### config.mk
export PLATFORM = sky130hd
export DESIGN_NAME = mem_arbiter
export DESIGN_NICKNAME = d
export VERILOG_FILES = /design/src/rtl/mem_arbiter.sv
export SDC_FILE = /design/constraint.sdc
export NUM_CORES = 1
export LEC_CHECK = 0
export ABC_AREA = 0
export ABC_CLOCK_PERIOD_IN_PS = 1820
export CAP_MARGIN = 10
export CELL_PAD_IN_SITES_DETAIL_PLACEMENT = 0
export CELL_PAD_IN_SITES_GLOBAL_PLACEMENT = 1
export CORE_AREA = 2 2 145 147
export DETAILED_ROUTE_END_ITERATION = 7
export DIE_AREA = 0 0 147 149
export GPL_ROUTABILITY_DRIVEN = 0
export PLACE_DENSITY = 0.87
export SLEW_MARGIN = 5
export SYNTH_ARGS = -nofsm -noshare
export SYNTH_HDL_FRONTEND = slang
export SYNTH_SLANG_ARGS = --single-unit
### constraint.sdc
create_clock -name clk -period 1.82 [get_ports clk]
set_clock_uncertainty 0.1 [all_clocks]
set_input_delay 0.364 -clock clk [delete_from_list [all_inputs] [get_ports clk]]
set_output_delay 0.364 -clock clk [all_outputs]
set_load 0.05 [all_outputs]
### src/rtl/mem_arbiter.sv
// mem_arbiter: shares one memory port between the fetch stage (IF) and the
// data stage (MEM). MEM normally has priority; a saturating starvation
// counter hands the port to IF after STARVE_MAX MEM grants while IF waited.
//
// Handshake: a requester holds its request (if_req / mem_rd / mem_wr) until it
// sees its one-cycle done pulse. On the memory side m_req and its payload stay
// stable until m_ready is seen high; m_ready is a single-cycle completion that
// may come any number (>=1) of cycles after m_req rises, and is ignored
// whenever no grant is outstanding.
module mem_arbiter #(
  parameter int ADDR_W     = 32,
  parameter int DATA_W     = 32,
  parameter int STARVE_MAX = 3
) (
  input  logic              clk,
  input  logic              rst,
  input  logic              if_req,
  input  logic [ADDR_W-1:0] if_addr,
  output logic [DATA_W-1:0] if_rdata,
  output logic              if_done,
  input  logic              mem_rd,
  input  logic              mem_wr,
  input  logic [ADDR_W-1:0] mem_addr,
  input  logic [DATA_W-1:0] mem_wdata,
  output logic [DATA_W-1:0] mem_rdata,
  output logic              mem_done,
  output logic              freeze,
  output logic              m_req,
  output logic              m_we,
  output logic [ADDR_W-1:0] m_addr,
  output logic [DATA_W-1:0] m_wdata,
  input  logic [DATA_W-1:0] m_rdata,
  input  logic              m_ready,
  output logic [1:0]        dbg_state,
  output logic [7:0]        dbg_starve
);

  localparam int CNT_W = (STARVE_MAX < 1) ? 1 : $clog2(STARVE_MAX + 1);
  localparam logic [CNT_W-1:0] STARVE_LIM = CNT_W'(STARVE_MAX);

  typedef enum logic [1:0] {
    IDLE    = 2'd0,
    GNT_IF  = 2'd1,
    GNT_MEM = 2'd2,
    RESP    = 2'd3
  } state_t;

  state_t            state_q, state_d;
  logic              m_req_q, m_req_d;
  logic              m_we_q, m_we_d;
  logic [ADDR_W-1:0] m_addr_q, m_addr_d;
  logic [DATA_W-1:0] m_wdata_q, m_wdata_d;
  logic [DATA_W-1:0] if_rdata_q, if_rdata_d;
  logic [DATA_W-1:0] mem_rdata_q, mem_rdata_d;
  logic              if_done_q, if_done_d;
  logic              mem_done_q, mem_done_d;
  logic [CNT_W-1:0]  starve_q, starve_d;

  logic mem_any;
  assign mem_any = mem_rd | mem_wr;

  // State and all registered outputs; reset abandons any transaction in flight.
  always_ff @(posedge clk) begin
    if (!rst) begin
      state_q     <= IDLE;
      m_req_q     <= 1'b0;
      m_we_q      <= 1'b0;
      m_addr_q    <= '0;
      m_wdata_q   <= '0;
      if_rdata_q  <= '0;
      mem_rdata_q <= '0;
      if_done_q   <= 1'b0;
      mem_done_q  <= 1'b0;
      starve_q    <= '0;
    end else begin
      state_q     <= state_d;
      m_req_q     <= m_req_d;
      m_we_q      <= m_we_d;
      m_addr_q    <= m_addr_d;
      m_wdata_q   <= m_wdata_d;
      if_rdata_q  <= if_rdata_d;
      mem_rdata_q <= mem_rdata_d;
      if_done_q   <= if_done_d;
      mem_done_q  <= mem_done_d;
      starve_q    <= starve_d;
    end
  end

  // Next-state: arbitration in IDLE, wait for m_ready in GNT_x, one RESP cycle.
  always_comb begin
    state_d     = state_q;
    m_req_d     = m_req_q;
    m_we_d      = m_we_q;
    m_addr_d    = m_addr_q;
    m_wdata_d   = m_wdata_q;
    if_rdata_d  = if_rdata_q;
    mem_rdata_d = mem_rdata_q;
    if_done_d   = 1'b0;
    mem_done_d  = 1'b0;
    starve_d    = starve_q;
    case (state_q)
      IDLE: begin
        if (if_req && (!mem_any || starve_q == STARVE_LIM)) begin
          state_d  = GNT_IF;
          m_req_d  = 1'b1;
          m_we_d   = 1'b0;
          m_addr_d = if_addr;
          starve_d = '0;
        end else if (mem_any) begin
          state_d   = GNT_MEM;
          m_req_d   = 1'b1;
          // Read and write together is a write.
          m_we_d    = mem_wr;
          m_addr_d  = mem_addr;
          m_wdata_d = mem_wdata;
          if (if_req && starve_q != STARVE_LIM) begin
            starve_d = starve_q + 1'b1;
          end
        end
      end
      GNT_IF: begin
        if (m_ready) begin
          state_d    = RESP;
          m_req_d    = 1'b0;
          m_we_d     = 1'b0;
          if_rdata_d = m_rdata;
          if_done_d  = 1'b1;
        end
      end
      GNT_MEM: begin
        if (m_ready) begin
          state_d = RESP;
          m_req_d = 1'b0;
          m_we_d  = 1'b0;
          if (!m_we_q) begin
            mem_rdata_d = m_rdata;
          end
          mem_done_d = 1'b1;
        end
      end
      RESP: begin
        state_d = IDLE;
      end
      default: begin
        state_d = IDLE;
      end
    endcase
  end

  // Stall the pipeline while a request is pending or being served.
  always_comb begin
    freeze = 1'b0;
    case (state_q)
      IDLE:    freeze = if_req | mem_any;
      GNT_IF:  freeze = 1'b1;
      GNT_MEM: freeze = 1'b1;
      default: freeze = 1'b0;
    endcase
  end

  assign m_req      = m_req_q;
  assign m_we       = m_we_q;
  assign m_addr     = m_addr_q;
  assign m_wdata    = m_wdata_q;
  assign if_rdata   = if_rdata_q;
  assign mem_rdata  = mem_rdata_q;
  assign if_done    = if_done_q;
  assign mem_done   = mem_done_q;
  assign dbg_state  = state_q;
  assign dbg_starve = 8'(starve_q);

endmodule

==> results of run 1 <==
power breakdown:
group | leakage [uW] | switching, uW | total [uW] | internal (uW)
clock | 0.000303 | 1380 | 3720 | 2340
combinational | 0.00226 | 4360 | 6650 | 2290
sequential | 0.00112 | 369 | 4040 | 3670
routing by layer:
layer / routed length, um / track usage [%]
met1: 7880 / 20.1
met2: 8420 / 26.6
met3: 1490 / 5.69
met4: 273 / 5.10
met5: 0 / 0
path summary, 6_finish.rpt:
| check | to | slack [ps] |
|---|---|---|
| setup reg to reg | dbg_state[1]$_SDFFE_PN0P_ | 100 |
| hold / removal | if_rdata[29]$_SDFFE_PN0P_ | 350 |
| setup / recovery | freeze | -70 |
| hold reg to reg | if_rdata[29]$_SDFFE_PN0P_ | 350 |
state kept, by name (all words and copies together), names as in the netlist:
name	count
if_rdata	32
m_addr	32
m_wdata	32
mem_rdata	32
dbg_state	2
starve_q	2
if_done	1
m_req	1
m_we	1
mem_done	1
metrics by stage:
stage / TNS [ps] / std cells / cell area, um^2 / util [%]
2_1_floorplan: 0 / 673 / 5680 / -
3_3_place_gp: -3840 / 1188 / 8480 / 41.2
3_5_place_dp: -5290 / 1188 / 8480 / 41.2
4_1_cts: -108 / 1225 / 9170 / 44.6
5_1_grt: -127 / 1225 / 9180 / 44.6
6_report: -66.9 / 1225 / 9180 / 44.6
worst reg2reg max path: cells and delay by family (launching register included):
kind | cells | cell delay (ps)
buf+inv | 4 | 480
flops | 1 | 360
simple gates | 1 | 150
compound gates | 2 | 410
fa+ha+maj | 1 | 160
Yosys cell counts (2+ instances only):
| cell type | count | share of area, % |
|---|---|---|
| o21ai_0 | 46 | 4.1 |
| o21ai_1 | 54 | 4.8 |
| ha_1 | 5 | 1.1 |
| clkbuf_1 | 35 | 2.3 |
| a31oi_1 | 32 | 3.6 |
| buf_4 | 8 | 1.1 |
| nand2_1 | 134 | 9.0 |
| inv_1 | 4 | 0.27 |
| a21boi_1 | 95 | 13 |
| dfxtp_1 | 136 | 48 |
| buf_6 | 4 | 0.80 |
| nand3_1 | 64 | 5.7 |
| buf_2 | 22 | 2.0 |
| nor2_1 | 2 | 0.13 |
| a21boi_0 | 6 | 0.80 |
| and3_1 | 3 | 0.33 |
cell type report:
class	instances	area [um^2]
fill	2052	11400
timing repair buffer	314	2860
sequential	136	2730
multi-input combinational	464	2590
clock buffer	18	439
tap	275	344
clock inverter	14	196
inverter	4	20.0
what timing repair did:
item / 4_1_cts / 5_1_grt
resized for setup: 11 / 2
pin swaps: 4 / 2
setup buffers: 5 / 0
endpoints found under the setup margin: 1 / 2
logic make-up after synthesis:
logic type / after synthesis
mux: 1
other cells: 1
simple gates: 212
flops: 136
fa+ha+maj: 5
compound gates: 240
buf+inv: 73
==> flow_summary.yaml, run 1 <==
clock_network:
  clock_latency_ps: 410
  clock_sinks: 136
  root_buffer: "clkbuf_16"
  htree_levels: 4
  cts_tree: "done"
  cts_buffer_depth: 2
  path_clk_slew_ps: 60
  cts_buffers: 17
  cts_hold_buf: 0
global_routing:
  grt_pass1_wl_mm: 28.3
  grt_max_degree: 72
  grt_pass1_vias: 5414
  grtUsageTotal_pct: 16.2
  antenna_found_initial: 0
  grt_overflow: 0
logic_synthesis:
  synthDistinctLibCells: 34
  synth_top_family_by_area: "compound AO/OA/AOI/OAI gates"
  ys_ff_latch: 136
  synth_top_flop_cell: "dfxtp_1"
  synth-simple-area-share_pct: 16.4
  syn_area_um2: 5620
  synth-async-reset-ratio_pct: 0
  synth_fa_ha_area_share_pct: 1.11
  synth_xor_xnor_area_share_pct: 0
  yosysWarningCount: 0
  synthMuxAreaShare_pct: 0.178
  yosysSeqAreaShare_pct: 48.5
  synth_edf_count: 0
  netlist_instances: 668
  syn_area_per_cell_um2: 8.41
  synth-compound-area-share_pct: 27.4
critical_path:
  path_max_fanout: 2
  crit_chain: "inv_4 > ha_4 > o31a_4 > nor2_4 > nor2_4 > buf_8"
  r2r_cells: 8
  crit_family: "flip-flops"
  critical-path-max-stage-delay_ps: 350
  worstSetupStartpoint: "dbg_state[1]$_SDFFE_PN0P_"
  reg2reg_from: "dbg_state[1]$_SDFFE_PN0P_"
  path_buf_inv: 2
  worstPathArrival_ps: 1420
  endpoint_kind: "output pin"
  crit_required_ps: 1360
  worstSetupStartpointType: "flip-flop"
  crit_type: "reg -> out"
  critical_path_depth: 6
  crit_path_top_delay_cell: "dfxtp_4"
  crit_top_cell: "nor2_4"
placement:
  hpwlAfterDp_mm: 12.8
  pre_cts_ws_ps: -344
  io_buffers: 270
timing:
  layout_setup_ws_ps: -66.9
  max_freq_ghz: 0.530
  rsz0062_at_grt: "yes"
  period_needed_ps: 1890
  min_period_over_period_pct: 104
  final_hold_viol_count: 0
  slew_violations: 0
  setup_viol: 1
  holdWs_ps: 351
layout:
  final_common_cell: "buf_4"
  drive_gt1_share_pct: 23.9
  n_antenna_cell: 0
  nNetsFinal: 1076
  layout_common_cells: "buf_4 (167), nand2_1 (134), dfxtp_1 (134)"
  area_growth_pct: 63.3
routing:
  wl_mm: 18.1
  wire_per_inst_um: 14.8
  dr.first_iter.drc_count: 236
  drtAntennaViolNets: 0
  post-route-drc-count: 0
  drt_pre_antenna_iters: 5
  viasPerCell: 4.69
  vias: 5741
floorplan:
  initial_core_util_pct: 27.3
  core_area_um2: 20600
  num_rows: 53
  die_w_um: 147
  ios: 277
  dieArea_um2: 21900
  die_y_um: 149
worst_hold_path:
  hp-class: "reg -> reg"
  holdCritStartpoint: "if_rdata[29]$_SDFFE_PN0P_"
  holdPathStages: 2
status:
  violations: "setup timing"
  outcome: "finished, violations left"
power_and_ir_drop:
  ir_drop_v: 0.000971
  p_leak_uw: 0.00368
  power.density_nw_per_um2: 1570
  power_uw: 14400
flow_run:
  drv_cap: 0
No activity file was read; power rests on OpenSTA's default activity.
==> inputs of run 2 (changes only) <==
- MAX_ROUTING_LAYER: unset -> met4
==> flow_summary.yaml, run 2 (synthesized netlist as in run 1, its figures left out) <==
critical_path:
  path_buf_inv: 2
  crit_top_cell: "nor2_4"
  crit_required_ps: 1360
  critical-path-max-stage-delay_ps: 350
  endpoint_kind: "output pin"
  r2r_end: "dbg_state[1]$_SDFFE_PN0P_"
  worstPathArrival_ps: 1420
  crit_path_top_delay_cell: "dfxtp_4"
  crit_type: "reg -> out"
  worstSetupStartpointType: "flip-flop"
  crit_chain: "inv_4 > ha_4 > o31a_4 > nor2_4 > nor2_4 > buf_8"
  reg2reg_from: "dbg_state[1]$_SDFFE_PN0P_"
  crit_family: "flip-flops"
  path_max_fanout: 2
  r2r_slack_ps: 100
  r2r_cells: 8
timing:
  period_needed_ps: 1890
  min_period_over_period_pct: 104
  setup_viol: 1
  layout_setup_ws_ps: -68.7
  slew_violations: 0
  max_freq_ghz: 0.529
  rsz0062_at_grt: "yes"
  final_hold_viol_count: 0
clock_network:
  path_clk_slew_ps: 60
  cts_buffers: 17
  clock_sinks: 136
  cts_buffer_depth: 2
  cts_hold_buf: 0
  clock_latency_ps: 410
  root_buffer: "clkbuf_16"
  htree_levels: 4
  cts_tree: "done"
routing:
  wl_mm: 18.1
  drtAntennaViolNets: 0
  vias: 5723
  wire_per_inst_um: 14.7
  viasPerCell: 4.67
  post-route-drc-count: 0
  drt_pre_antenna_iters: 6
  dr.first_iter.drc_count: 223
layout:
  layout_common_cells: "buf_4 (167), nand2_1 (134), dfxtp_1 (134)"
  area_growth_pct: 63.3
  drive_gt1_share_pct: 23.9
  final_common_cell: "buf_4"
  n_antenna_cell: 0
  post-route-util_pct: 44.6
  fin_area_um2: 9180
  fillers: 2052
  nNetsFinal: 1076
power_and_ir_drop:
  ir_drop_v: 0.000972
  net-switching-power_uw: 6100
  p_int_uw: 8300
  power.density_nw_per_um2: 1570
  p_leak_uw: 0.00368
  switching_share_pct: 42.4
  p_comb_share_pct: 46.2
  p_clk_share_pct: 25.8
  power_frac_seq_pct: 28.0
placement:
  io_buffers: 270
  dpl_cell_area_um2: 8480
  hpwlAfterDp_mm: 12.8
global_routing:
  grt_use_met3_pct: 4.43
  grtUsageTotal_pct: 16.7
  antenna_found_initial: 0
  grt_overflow: 0
  grt_pass1_wl_mm: 28.3
  grt_max_degree: 72
  busiest_layer: "met2"
  grt_pass1_vias: 5428
  use_met2_pct: 26.7
  grt_use_met1_pct: 20.8
status:
  outcome: "finished, violations left"
  violations: "setup timing"
floorplan:
  num_rows: 53
  initial_core_util_pct: 27.3
  die_y_um: 149
  core_area_um2: 20600
  ios: 277
  die_w_um: 147
  dieArea_um2: 21900
worst_hold_path:
  holdPathStages: 2
  holdCritStartpoint: "mem_rdata[14]$_SDFFE_PN0P_"
  min_to: "mem_rdata[14]$_SDFFE_PN0P_"
  hp-class: "reg -> reg"
flow_run:
  drv_cap: 0
==> run 2: cell counts in the layout (fill, tap and decap cells not counted) <==
Identical to the previous run, type by type.
==> run 2: through the flow <==
stage / TNS (ps) / hold slack (ps) / setup slack [ps] / total power [uW] / instances
after detailed placement: -5290 / 345 / -344 / 10600 / 1188
final: -68.7 / 350 / -68.7 / 14400 / 1225
after CTS: -108 / 340 / -108 / 14500 / 1225
after floorplan: 0 / 399 / 15.6 / 8380 / 673
after global routing: -124 / 353 / -124 / 15100 / 1225
after global placement: -3840 / 341 / -328 / 10600 / 1188
==> run 2: cell type report <==
class	count	area (um^2)	area share, %
inverter	4	20.0	0.218
timing repair buffer	314	2860	31.1
sequential	136	2730	29.7
clock inverter	14	196	2.14
multi-input combinational	464	2590	28.2
tap	275	344	3.75
clock buffer	18	439	4.79
==> run 2: routing by layer <==
layer  up-vias  share of wire, %
met1      2633                45
met3        21               6.8
met2       223                47
met5         -                 0
li1       2846                 -
met4         0               1.4
==> run 2: how the worst max path moves through the flow <==
stage          cells after the start  slack, ps                      start                 endpoint
6_report                           6        -70  dbg_state[1]$_SDFFE_PN0P_                   freeze
2_1_floorplan                      5         20   starve_q[0]$_SDFFE_PN0P_  m_wdata[0]$_SDFFE_PN0P_
3_3_place_gp                       5       -330                     if_req                   freeze
3_5_place_dp                       5       -340                     if_req                   freeze
5_1_grt                            6       -120  dbg_state[1]$_SDFFE_PN0P_                   freeze
4_1_cts                            6       -110  dbg_state[0]$_SDFFE_PN0P_                   freeze
==> run 2: timing repair <==
item,4_1_cts,5_1_grt
endpoints found under the setup margin,1,2
buffers inserted,5,0
gates resized for setup,11,2
gates cloned,0,0
pin swaps,4,2
==> run 2: power by group through the flow <==
| stage | combinational, uW | sequential [uW] | clock, uW |
|---|---|---|---|
| after floorplan | 2010 | 6360 | 0 |
| after global placement | 6490 | 4080 | 0 |
| after detailed placement | 6510 | 4090 | 0 |
| after CTS | 6700 | 4040 | 3810 |
| after global routing | 7070 | 4120 | 3940 |
| final | 6650 | 4040 | 3710 |
==> run 2: worst register-to-register path: cells and delay by family (launching register included) <==
family	cells	cell delay [ps]
buffers and inverters	4	480
AND/OR/NAND/NOR	1	150
AO/OA/AOI/OAI	2	410
adder cells (fa/ha/maj)	1	170
flip-flops	1	360
==> inputs of run 3 (changes only) <==
- CORE_AREA: 2 2 145 147 -> 10 10 153 155
- DIE_AREA: 0 0 147 149 -> 0 0 163 165
==> flow_summary.yaml, run 3 (synthesized netlist as in run 1, its figures left out) <==
status:
  outcome: "finished, violations left"
  violations: "setup timing"
power_and_ir_drop:
  power.density_nw_per_um2: 1550
  net-switching-power_uw: 6120
  switching_share_pct: 43.4
  p_int_uw: 7990
  power_frac_seq_pct: 28.7
  p_leak_uw: 0.00364
  ir_drop_v: 0.00107
  p_comb_share_pct: 47.2
  p_clk_share_pct: 24.1
routing:
  wl_mm: 21.0
  wire_per_inst_um: 17.3
  drt-met1-wl_mm: 9.44
  wl_met2_mm: 9.51
  drtAntennaViolNets: 0
  maxUsedRoutingLayer: "met4"
  vias: 5742
  drt_pre_antenna_iters: 4
  wl_met3_mm: 1.65
  post-route-drc-count: 0
  dr.first_iter.drc_count: 347
  viasPerCell: 4.72
floorplan:
  ios: 277
  initial_core_util_pct: 27.9
  core_area_um2: 20200
  die_y_um: 165
  die_w_um: 163
  num_rows: 52
  dieArea_um2: 26900
timing:
  max_freq_ghz: 0.526
  holdWs_ps: 292
  rsz0062_at_grt: "yes"
  final_hold_viol_count: 0
  slew_violations: 0
  layout_setup_ws_ps: -79.7
  period_needed_ps: 1900
  min_period_over_period_pct: 104
  setup_tns_ps: -79.7
  setup_viol: 1
global_routing:
  grt_pass1_vias: 5835
  grt_overflow: 0
  grtUsageTotal_pct: 15.5
  grt_max_degree: 41
  grt_pass1_wl_mm: 32.0
  antenna_found_initial: 1
placement:
  io_buffers: 270
  dpl_cell_area_um2: 8460
  hpwlAfterDp_mm: 15.4
critical_path:
  crit_top_cell: "nor2_4"
  worstPathArrival_ps: 1440
  crit_path_top_delay_cell: "dfxtp_4"
  crit_chain: "inv_4 > ha_4 > o31a_4 > nor2_4 > nor2_4 > buf_8"
  endpoint_kind: "output pin"
  critical-path-max-stage-delay_ps: 360
  path_buf_inv: 2
  path_max_fanout: 4
  crit_family: "flip-flops"
  crit_required_ps: 1360
  worstSetupStartpointType: "flip-flop"
  crit_type: "reg -> out"
layout:
  layout_common_cells: "buf_4 (165), nand2_1 (134), dfxtp_1 (134)"
  fillers: 2019
  final_common_cell: "buf_4"
  fin_area_um2: 9090
  area_growth_pct: 61.8
  nNetsFinal: 1073
  drive_gt1_share_pct: 23.5
clock_network:
  cts_buffers: 17
  path_clk_slew_ps: 60
  cts_buffer_depth: 2
  htree_levels: 4
  cts_tree: "done"
  root_buffer: "clkbuf_16"
  clock_latency_ps: 410
  cts_hold_buf: 0
  clock_sinks: 136
worst_hold_path:
  hp-class: "in -> reg"
flow_run:
  drv_cap: 0
## run 3: changes by cell type in the layout (fill, tap and decap cells not counted), sizes merged
cell,previous run,this run
bufinv,4,2
clkdlybuf4s50,129,130
diode,0,1
clkinvlp,3,1
dlygate4sd2,3,2
clkinv,5,6
buf,182,179
clkbuf,18,19
## run 3: layer usage
layer / GRT usage [%] / vias to the layer above
met5: - / -
met4: 5.86 / 0
met3: 5.38 / 23
met2: 23.6 / 237
met1: 18.6 / 2636
li1: - / 2846
## run 3: area by class of cell
cell class / instances / area [um^2] / area share, %
sequential: 136 / 2730 / 30.0
antenna: 1 / 2.50 / 0.0275
clock inverter: 11 / 124 / 1.36
clock buffer: 19 / 453 / 4.98
timing repair buffer: 311 / 2830 / 31.2
tap: 270 / 338 / 3.72
inverter: 4 / 20.0 / 0.220
multi-input combinational: 464 / 2590 / 28.5
## run 3: worst reg2reg max path, stage by stage (launching register included)
cell      delay [ps]
dfxtp_4          360
inv_4             60
ha_4             150
buf_4            250
mux2i_1          140
a311o_1          340
a21boi_1         130
## run 3: metrics by stage
stage	utilization [%]	setup slack, ps	total power [uW]	instances
after global routing	45.1	-145	14900	1216
after global placement	42.0	-228	10700	1182
after CTS	45.1	-113	14300	1215
after floorplan	-	15.6	8380	673
final	45.1	-79.7	14100	1216
after detailed placement	42.0	-249	10700	1182
## run 3: final timing paths
kind,depth (start not counted),to,startpoint,slack [ps]
setup / recovery,6,freeze,dbg_state[0]$_SDFFE_PN0P_,-80
hold / removal,2,if_rdata[20]$_SDFFE_PN0P_,rst,290
hold reg to reg,2,mem_rdata[10]$_SDFFE_PN0P_,mem_rdata[10]$_SDFFE_PN0P_,350
setup reg to reg,6,dbg_state[1]$_SDFFE_PN0P_,dbg_state[0]$_SDFFE_PN0P_,230
## run 3: repair_timing
action                     CTS  global route
resized for setup           11             0
pin swaps                    2             0
setup buffers                3             0
setup endpoints to repair    1             1
## run 3: power groups by stage
stage	clock, uW	combinational (uW)	sequential [uW]
floorplan	0	2010	6360
global placement	0	6580	4070
detailed placement	0	6600	4100
CTS	3530	6730	4060
global route	3640	7100	4130
finish	3400	6660	4050
